==> src/rtl/instr_fetch.sv <==
// Instruction fetch stage: PC, synchronous program-memory read and a 2-entry
// output buffer toward decode, with branch redirect and a handshake counter.
module instr_fetch #(
  parameter int ADDR_W = 4,
  parameter int DATA_W = 4,
  parameter int CNT_W  = 16
) (
  input  logic              sys_clk,
  input  logic              reset,
  input  logic              fetch_en,
  output logic [ADDR_W-1:0] mem_addr,
  input  logic [DATA_W-1:0] mem_dout,
  input  logic              redirect_valid,
  input  logic [ADDR_W-1:0] redirect_addr,
  output logic              instr_valid,
  input  logic              instr_ready,
  output logic [DATA_W-1:0] instr_data,
  output logic [ADDR_W-1:0] instr_pc,
  output logic [CNT_W-1:0]  fetch_count
);

  logic [ADDR_W-1:0] pc;
  logic              inflight;
  logic [ADDR_W-1:0] inflight_pc;
  logic [1:0]        count;
  logic [DATA_W-1:0] tail_data;
  logic [ADDR_W-1:0] tail_pc;

  logic              pop;
  logic              issue;
  logic [1:0]        keep;
  logic [2:0]        level;
  logic [1:0]        count_n;
  logic [DATA_W-1:0] head_data_n;
  logic [ADDR_W-1:0] head_pc_n;
  logic [DATA_W-1:0] tail_data_n;
  logic [ADDR_W-1:0] tail_pc_n;

  assign mem_addr = pc;

  // Issue only when every outstanding read is guaranteed a buffer slot.
  always_comb begin
    pop   = instr_valid & instr_ready;
    keep  = count - {1'b0, pop};
    level = {1'b0, keep} + {2'b00, inflight};
    issue = fetch_en & ~redirect_valid & (level < 3'd2);
  end

  // Buffer next state: head is the output register, tail shifts up on pop.
  always_comb begin
    head_data_n = instr_data;
    head_pc_n   = instr_pc;
    tail_data_n = tail_data;
    tail_pc_n   = tail_pc;
    count_n     = keep + {1'b0, inflight};
    if (pop && (count == 2'd2)) begin
      head_data_n = tail_data;
      head_pc_n   = tail_pc;
    end else begin
      head_data_n = instr_data;
      head_pc_n   = instr_pc;
    end
    if (inflight) begin
      if (keep == 2'd0) begin
        head_data_n = mem_dout;
        head_pc_n   = inflight_pc;
      end else begin
        tail_data_n = mem_dout;
        tail_pc_n   = inflight_pc;
      end
    end else begin
      tail_data_n = tail_data;
      tail_pc_n   = tail_pc;
    end
  end

  // State update; redirect discards the in-flight read and buffered words.
  always_ff @(posedge sys_clk) begin
    if (reset) begin
      pc          <= '0;
      inflight    <= 1'b0;
      inflight_pc <= '0;
      count       <= 2'd0;
      instr_valid <= 1'b0;
      instr_data  <= '0;
      instr_pc    <= '0;
      tail_data   <= '0;
      tail_pc     <= '0;
      fetch_count <= '0;
    end else begin
      fetch_count <= fetch_count + CNT_W'(pop);
      if (redirect_valid) begin
        pc          <= redirect_addr;
        inflight    <= 1'b0;
        count       <= 2'd0;
        instr_valid <= 1'b0;
      end else begin
        if (issue) begin
          pc          <= pc + ADDR_W'(1);
          inflight_pc <= pc;
        end else begin
          pc          <= pc;
          inflight_pc <= inflight_pc;
        end
        inflight    <= issue;
        count       <= count_n;
        instr_valid <= (count_n != 2'd0);
        instr_data  <= head_data_n;
        instr_pc    <= head_pc_n;
        tail_data   <= tail_data_n;
        tail_pc     <= tail_pc_n;
      end
    end
  end

endmodule

==> config.mk <==
export PLATFORM = sky130hd
export DESIGN_NAME = instr_fetch
export DESIGN_NICKNAME = d
export VERILOG_FILES = /design/src/rtl/instr_fetch.sv
export SDC_FILE = /design/constraint.sdc
export NUM_CORES = 1
export LEC_CHECK = 0
export ABC_AREA = 1
export CORE_ASPECT_RATIO = 2
export CORE_MARGIN = 2
export CORE_UTILIZATION = 29
export CTS_CLUSTER_DIAMETER = 50
export DETAILED_ROUTE_END_ITERATION = 12
export GPL_TIMING_DRIVEN = 0
export PLACE_DENSITY_LB_ADDON = 0.12
export SYNTH_ARGS = -nofsm -noshare
export SYNTH_HDL_FRONTEND = slang
export SYNTH_SLANG_ARGS = --single-unit
==> constraint.sdc <==
create_clock -name sys_clk -period 5.3 [get_ports sys_clk]
set_input_delay 1.06 -clock sys_clk [delete_from_list [all_inputs] [get_ports sys_clk]]
set_output_delay 1.06 -clock sys_clk [all_outputs]
set_load 0.02 [all_outputs]
== Word level (Yosys, flattened, before mapping) ==
Cells that the tools add are included.

* Flip-flop bits (word level): 44
* Word-level logic and storage cells: 37

* Bitwise gates (word level): 5
* $lt $le $gt $ge: 1
* Reduce and logical (&&, ||, !) cells: 7
* Add/subtract/negate cells: 5
* Multiplexer cells: 8
* Equality and inequality tests: 1

{| class="wikitable"
|+ Operators by type and width
! operator !! number
|-
| 2-to-1 mux 4 bit || 8
|-
| adder 16 x 1 -> 16 bit || 1
|-
| adder 4 x 1 -> 4 bit, second input constant || 1
|-
| nonzero test 2 bit || 2
|-
| adder 2 x 1 -> 3 bit || 1
|-
| bitwise AND 1 bit || 3
|-
| < comparator 3 x 2 -> 1 bit, second input constant || 1
|-
| AND reduction 3 bit || 1
|-
| adder 2 x 1 -> 2 bit || 1
|-
| == test 2 bit, second input constant || 1
|-
| zero test 2 bit || 1
|-
| NOT 1 bit || 2
|-
| AND reduction 2 bit || 1
|-
| OR reduction 2 bit || 1
|-
| subtractor 2 x 1 -> 2 bit || 1
|-
| logical AND 1 bit || 1
|}

== Logic depth before layout (Yosys ltp) ==
Gate-level depths: netlist of run 1.

* Depth in word-level cells: 7
* Depth in mapped cells: 13

== Worst setup path after synthesis of run 1 ==
OpenSTA, ideal clock, no wires.

* Kind: input port to flip-flop
* From: in instr_ready
* To: reg inflight_pc[2]
* Path slack: 2.777 ns
* Stages on the path: 13
* Library setup time: 0.120 ns
* Arrival: 2.403 ns
* Path buffers: 1
* Data required time: 5.180 ns
* Path through: nand2_2 nand2_1 nand2_2 buf_6 inv_1 ha_1 inv_1 ha_1 nand2_1 nor2_1 inv_1 o21ai_0 a21oi_1

* Word-level cells in the longest chain between the ends: 6

{| class="wikitable"
|+ RTL lines
! what !! line !! text
|-
| start: declaration || 16 || <nowiki>input logic instr_ready,</nowiki>
|-
| bitwise AND 1 bit || 43 || <nowiki>pop = instr_valid & instr_ready;</nowiki>
|-
| subtractor 2 x 1 -> 2 bit || 44 || <nowiki>keep = count - {1'b0, pop};</nowiki>
|-
| adder 2 x 1 -> 3 bit || 45 || <nowiki>level = {1'b0, keep} + {2'b00, inflight};</nowiki>
|-
| < comparator 3 x 2 -> 1 bit || 46 || <nowiki>issue = fetch_en & ~redirect_valid & (level < 3'd2);</nowiki>
|-
| bitwise AND 1 bit || 46 ||
|-
| AND reduction 2 bit (no line) || n/a ||
|-
| end signal: assignment || 100 || <nowiki>inflight_pc <= pc;</nowiki>
|-
| end signal: assignment || 103 || <nowiki>inflight_pc <= inflight_pc;</nowiki>
|-
| end: declaration || 24 || <nowiki>logic [ADDR_W-1:0] inflight_pc;</nowiki>
|}

No other way between the ends.
A chain may end at the register's enable or synchronous reset.

== Worst setup path after layout of run 1 ==
* From: in instr_ready
* To: reg inflight_pc[1]

The elaborated chain is that of the path after synthesis.

==> results of run 1 <==
-- path summary, 6_finish.rpt --
| check | start | endpoint |
|---|---|---|
| worst min register to register | tail_pc[1] | tail_pc[1] |
| worst max register to register | instr_valid | inflight_pc[1] |
| worst min-delay path | tail_pc[1] | tail_pc[1] |
| worst max-delay path | instr_ready | inflight_pc[1] |
-- layout make-up --
cell class | instances | area share [%]
Inverter | 35 | 4.65
Clock inverter | 1 | 0.177
Multi-Input combinational cell | 223 | 39.2
Sequential cell | 44 | 31.2
Buffer | 8 | 2.08
Timing Repair Buffer | 40 | 14.2
Clock buffer | 6 | 4.56
Tap cell | 92 | 4.07
-- state kept, by name (all words and copies together) (netlist names) --
signal / cells
inflight_pc: 4
instr_pc: 4
mem_addr: 4
instr_valid: 1
count: 2
tail_data: 4
tail_pc: 4
instr_data: 4
inflight: 1
fetch_count: 16
-- routing by layer --
| layer | GRT usage [%] | vias to the layer above | wire length, um |
|---|---|---|---|
| li1 | - | 1104 | - |
| met1 | 14.6 | 942 | 2070 |
| met2 | 32.2 | 44 | 3540 |
| met3 | 3.10 | 5 | 213 |
| met4 | 5.51 | 0 | 95 |
| met5 | 0 | - | 0 |
-- critical path: stages --
cell and delay (ps):
clkdlybuf4s50_1 510, nand2_2 130, nor2_4 240, nand2_2 200
nand2_1 120, ha_1 140, nand2_1 120, nor2_1 310
inv_1 180, o21ai_0 190, a21oi_1 50
-- synth_stat cells --
master / number
o21ai_0: 11
nand2_1: 80
a21oi_1: 24
buf_6: 3
and2_1: 1
nor3b_2: 1
buf_4: 1
nand3_1: 42
o21a_1: 1
inv_1: 34
nand4_1: 13
a31oi_1: 2
xor2_1: 1
nand2_2: 5
inv_2: 1
nor3_2: 1
dfxtp_1: 44
buf_2: 2
clkbuf_1: 2
and2_0: 1
nand3_4: 1
nor2_4: 5
ha_1: 4
nor2_1: 28
o21ai_1: 1
nand2_4: 1
-- placed cells by master (no fill, tap or decap), drive strengths merged --
cell,count
nand2,86
dfxtp,44
nand3,43
clkdlybuf4s50,40
inv,35
nor2,33
a21oi,24
nand4,13
o21ai,12
clkbuf,8
buf,6
ha,4
a31oi,2
and2,2
nor3,1
nor3b,1
o21a,1
xor2,1
clkinv,1
-- power by group through the flow --
stage / logic, mW / registers (mW) / clock network (mW)
global route: 0.0827 / 0.348 / 0.316
CTS: 0.0755 / 0.347 / 0.306
floorplan: 0.0373 / 0.359 / 0
detailed placement: 0.0751 / 0.354 / 0
finish: 0.0740 / 0.346 / 0.296
global placement: 0.0747 / 0.354 / 0
-- kinds of logic after synthesis --
group,after synthesis
AOI/OAI and AO/OA,39
xor gates and xnor gates,1
adders and majority gates,4
buffers and inverters,43
DFF,44
and+or+nand+nor,179
==> run metrics, run 1 <==
largest family of logic cells by synthesized area=simple AND/OR/NAND/NOR gates; Seq pwr share=48.3%; Post-Synth Adder-Cell Area=2.30%; Worst Hold Depth=2; 1st-pass router iterations=4; layout net count=374; worst-path maximum fanout=9; clock sinks=44; CTS root buf=clkbuf_16; TritonCTS Buffers=5; WL final=5.92 mm; Net Count, Synth=327; Total GRT Usage=15.8%; fin crit period=3070 ps; ANT cells=0; clk_lat worst skew=290 ps; VDD IR max=0.147 mV; num rows=44; hold crit path type=reg2reg; skew final=2.96 ps; gr ovfl total=0; Net Switching=175 uW; synthesized flop and latch total=44; Avg Inst Size Synth=7.03 sq um; layout cell share with drive strength beyond 1=7.56%; initial antenna violation count=0; vias in the first global route=2,110; Max Slew Vio Count=0; Layout area overhead=29.8%; die height=127 um; CTS clock-pin slew for the worst setup and hold paths=60 ps; Final ANT Viol Nets=0; placed cell area=2690 sq um; Int Pwr=542 uW; Die ar.=8260 sq um; distinct cell type count after synthesis=26; CTS tree=yes; number of H-tree levels=2; critical path launch point type=primary input; Critical Path RT=5480 ps; post-route insts no fill=449; Clk pwr share=41.3%; IO Pins=42; mux cell area share after synthesis=0%; Vias/cell=4.67; dpl hpwl=4.70 mm; Final period util=58.0%; xor/xnor share of the synthesized area=0.402%; Hold Fails Final Rpt=0; largest net degree at the start of global routing=13; switch share=24.4%; CORE AREA=7270 sq um; final core occ=38.9%; final worst setup slack=2230 ps; crit path DAT=3250 ps; power per standard cell area=253 nW/um^2; Slew headroom=60.5%; Max Cap Viol=0; die width=65.3 um; first-pass GRT wire length=10.0 mm; Gate Count Post-Synth=310; number of I/O port buffers=40; Seq/Total Area, Yosys=40.4%; area share of and/or/nand/nor cells after synthesis=38.9%; Synth warnings=0; CTS Hold Bufs=0; Post-Syn Area=2180 sq um; WS Path Type=in2reg; ranking of synthesized cells by area=dfxtp_1 40%, nand2_1 14%, nand3_1 9.6%; Slew @ Worst Pin=591 ps; number of fillers in the final layout=806; Final setup viols=0; worst r2r path cells=10; Comb pwr share=10.3%; drc violations=0; post-synthesis compound-gate area fraction=9.19%; Placer Congestion=0.809; Pleak=1.06 nW; pre-CTS setup slack=1900 ps; crit path capture type=flip-flop; post-route cell area=2830 sq um; drt wl/cell=13.2 um; Pwr Total=717 uW; WHS=467 ps; Post-Route Setup TNS=0 ps; placed instance count=442; Seq. cell area=881 sq um; status=complete, no violations; CTS max path bufs=2; largest area contributor in the netlist=dfxtp_1; Initial Util=30.0%; area share of the leading cell type in the synthesized netlist=40.4%; unrepaired setup endpoints after global routing=no; Post CTS Setup Buffer Count=0; DR iter-0 viols=69; Reg2Reg Setup Slack=3110 ps; total number of vias=2,095; multi-input logic area=1110 sq um; Resized cells post-CTS=0; fmax=0.326 GHz
No activity file was read; power rests on OpenSTA's default activity.
==> run 2, diff against run 1 <==
==> constraint.sdc (replaced) <==
create_clock -name sys_clk -period 3 [get_ports sys_clk]
set_input_delay 0.6 -clock sys_clk [delete_from_list [all_inputs] [get_ports sys_clk]]
set_output_delay 0.6 -clock sys_clk [all_outputs]
set_load 0.02 [all_outputs]
==> results of run 2 <==
The final DEF is identical to that of run 1. Status: complete, no violations.
Among the figures that moved: setup slack after placement 1900 ps -> 57.1 ps; setup slack after layout 2230 ps -> 388 ps; register-to-register setup slack 3110 ps -> 810 ps; total power 0.717 mW -> 1.27 mW; worst IR drop on VDD 0.147 mV -> 0.260 mV
==> run 3, diff against run 2 <==
--- a/config.mk
+++ b/config.mk
@@ -6,13 +6,14 @@
 export NUM_CORES = 1
 export LEC_CHECK = 0
 export ABC_AREA = 1
-export CORE_ASPECT_RATIO = 2
-export CORE_MARGIN = 2
+export CORE_ASPECT_RATIO = 1.1
+export CORE_MARGIN = 8
 export CORE_UTILIZATION = 29
 export CTS_CLUSTER_DIAMETER = 50
 export DETAILED_ROUTE_END_ITERATION = 12
 export GPL_TIMING_DRIVEN = 0
 export PLACE_DENSITY_LB_ADDON = 0.12
+export SKIP_CTS_REPAIR_TIMING = 1
 export SYNTH_ARGS = -nofsm -noshare
 export SYNTH_HDL_FRONTEND = slang
 export SYNTH_SLANG_ARGS = --single-unit
==> run metrics, run 3 (same netlist as run 1, synthesis figures left out) <==
power per standard cell area=406 nW/um^2; WL final=5.62 mm (-5.1%); Total GRT Usage=11.1% (-4.7 points); layout cell share with drive strength beyond 1=7.54% (-0.021 points); final core occ=37.6% (-1.3 points); most common cell after layout, fill and taps aside=nand2_1; Crit path top cell by count=inv_1; CP delay by family, top=buffers and inverters; Critical Path RT=3180 ps; worst path buffer plus inverter count=5 (+3); CTS root buf=clkbuf_8; Slew @ Worst Pin=587 ps (-3.76 ps); dpl hpwl=4.31 mm (-8.3%); post-route insts no fill=445 (-0.89%); hold crit path type=reg2reg; number of H-tree levels=2 (unchanged); ANT cells=0 (unchanged); unrepaired setup endpoints after global routing=no; final worst setup slack=419 ps; placed instance count=437 (-1.1%); CTS clock-pin slew for the worst setup and hold paths=80 ps (+20 ps); multi-input logic area=1110 sq um (unchanged); drt wl/cell=12.6 um (-4.2%); Die ar.=10,500 sq um (+28%); WS Path Type=in2reg; Layout area overhead=27.5%; Pwr Total=1.13 mW; largest net degree at the start of global routing=13 (unchanged); 1st-pass router iterations=4 (unchanged); Final ANT Viol Nets=0 (unchanged); Vias/cell=4.71 (+0.85%); die width=98.6 um (+51%); die height=107 um (-16%); first-pass GRT wire length=9.55 mm (-4.5%); TritonCTS Buffers=5 (unchanged); Post-Route Setup TNS=0 ps (unchanged); most frequent cells in the layout=80 x nand2_1, 44 x dfxtp_1, 42 x nand3_1, 40 x clkdlybuf4s50_1, 34 x inv_1; gr ovfl total=0 (unchanged); fin crit period=2580 ps; CTS max path bufs=2 (unchanged); Max Cap Viol=0 (unchanged); number of fillers in the final layout=815 (+1.1%); crit path capture type=flip-flop; Placer Congestion=0.717 (-11%); initial antenna violation count=0 (unchanged); num rows=33 (-25%); VDD IR max=0.171 mV; skew final=2.97 ps (+0.00622 ps); pre-CTS setup slack=73.4 ps; worst-path maximum fanout=10 (+1); number of I/O port buffers=40 (unchanged); CTS tree=yes; Slowest cell on crit path=clkdlybuf4s50_1; WHS=469 ps (+1.88 ps); Top reg by flops=fetch_count; IO Pins=42 (unchanged); Seq. cell area=881 sq um (unchanged); Final period util=86.0%; Final setup viols=0 (unchanged); drc violations=0 (unchanged); Worst path max stage delay=470 ps (-40 ps); critical path launch point type=primary input; clock sinks=44 (unchanged); CORE AREA=7390 sq um (+1.7%); crit path DAT=2760 ps; DR iter-0 viols=113 (+64%); clk_lat worst skew=290 ps (about the same); Pleak=1.04 nW (-2.0%); layout net count=374 (unchanged); Initial Util=29.5% (-0.50 points); vias in the first global route=2,055 (-2.6%); fmax=0.387 GHz; post-route cell area=2780 sq um (-1.8%); max FFs per register=16 (unchanged); placed cell area=2690 sq um (-0.23%); Max Slew Vio Count=0 (unchanged); Hold Fails Final Rpt=0 (unchanged); total number of vias=2,094 (-0.048%); cell breakdown of the critical path=clkdlybuf4s50_1, nand2_2, nand2_1, nand2_2, buf_6, inv_1, ha_1, inv_1, ha_1, nand2_1, nor2_1, inv_1, o21ai_0, a21oi_1; Slew headroom=60.9% (+0.40 points); status=complete, no violations
[run 3: layout make-up]
cell class	instances	area share, %
buffer	8	2.12
clock buffer	8	3.24
inverter	35	4.73
multi-input combinational	223	39.9
sequential	44	31.7
tap	87	3.92
timing repair buffer	40	14.4
[run 3: path summary, 6_finish.rpt]
kind                                  start              to  slack, ps  cells after the start
worst max-delay path            instr_ready  inflight_pc[2]        420                     14
worst min-delay path             tail_pc[0]      tail_pc[0]        470                      2
worst max register to register  instr_valid  inflight_pc[2]        830                     13
worst min register to register   tail_pc[0]      tail_pc[0]        470                      2
[run 3: worst min-delay path, cell delays in order, from the launching register on]
cell	delay, ps
dfxtp_1	320
nand2_1	60
a21oi_1	50
[run 3: report_power, final]
group | leakage (nW) | switching (mW) | internal (mW)
combinational | 0.635 | 0.0740 | 0.0552
clock | 0.0455 | 0.199 | 0.188
sequential | 0.357 | 0.0128 | 0.598
total | 1.04 | 0.286 | 0.842
[run 3: metal layers]
layer  track usage (%)  up-vias  share of wire, %
met2              17.0       33                45
met3              3.95        2               4.8
met4              3.95        0              0.84
li1                  -     1109                 -
met5                 0        -                 0
met1              14.0      950                50
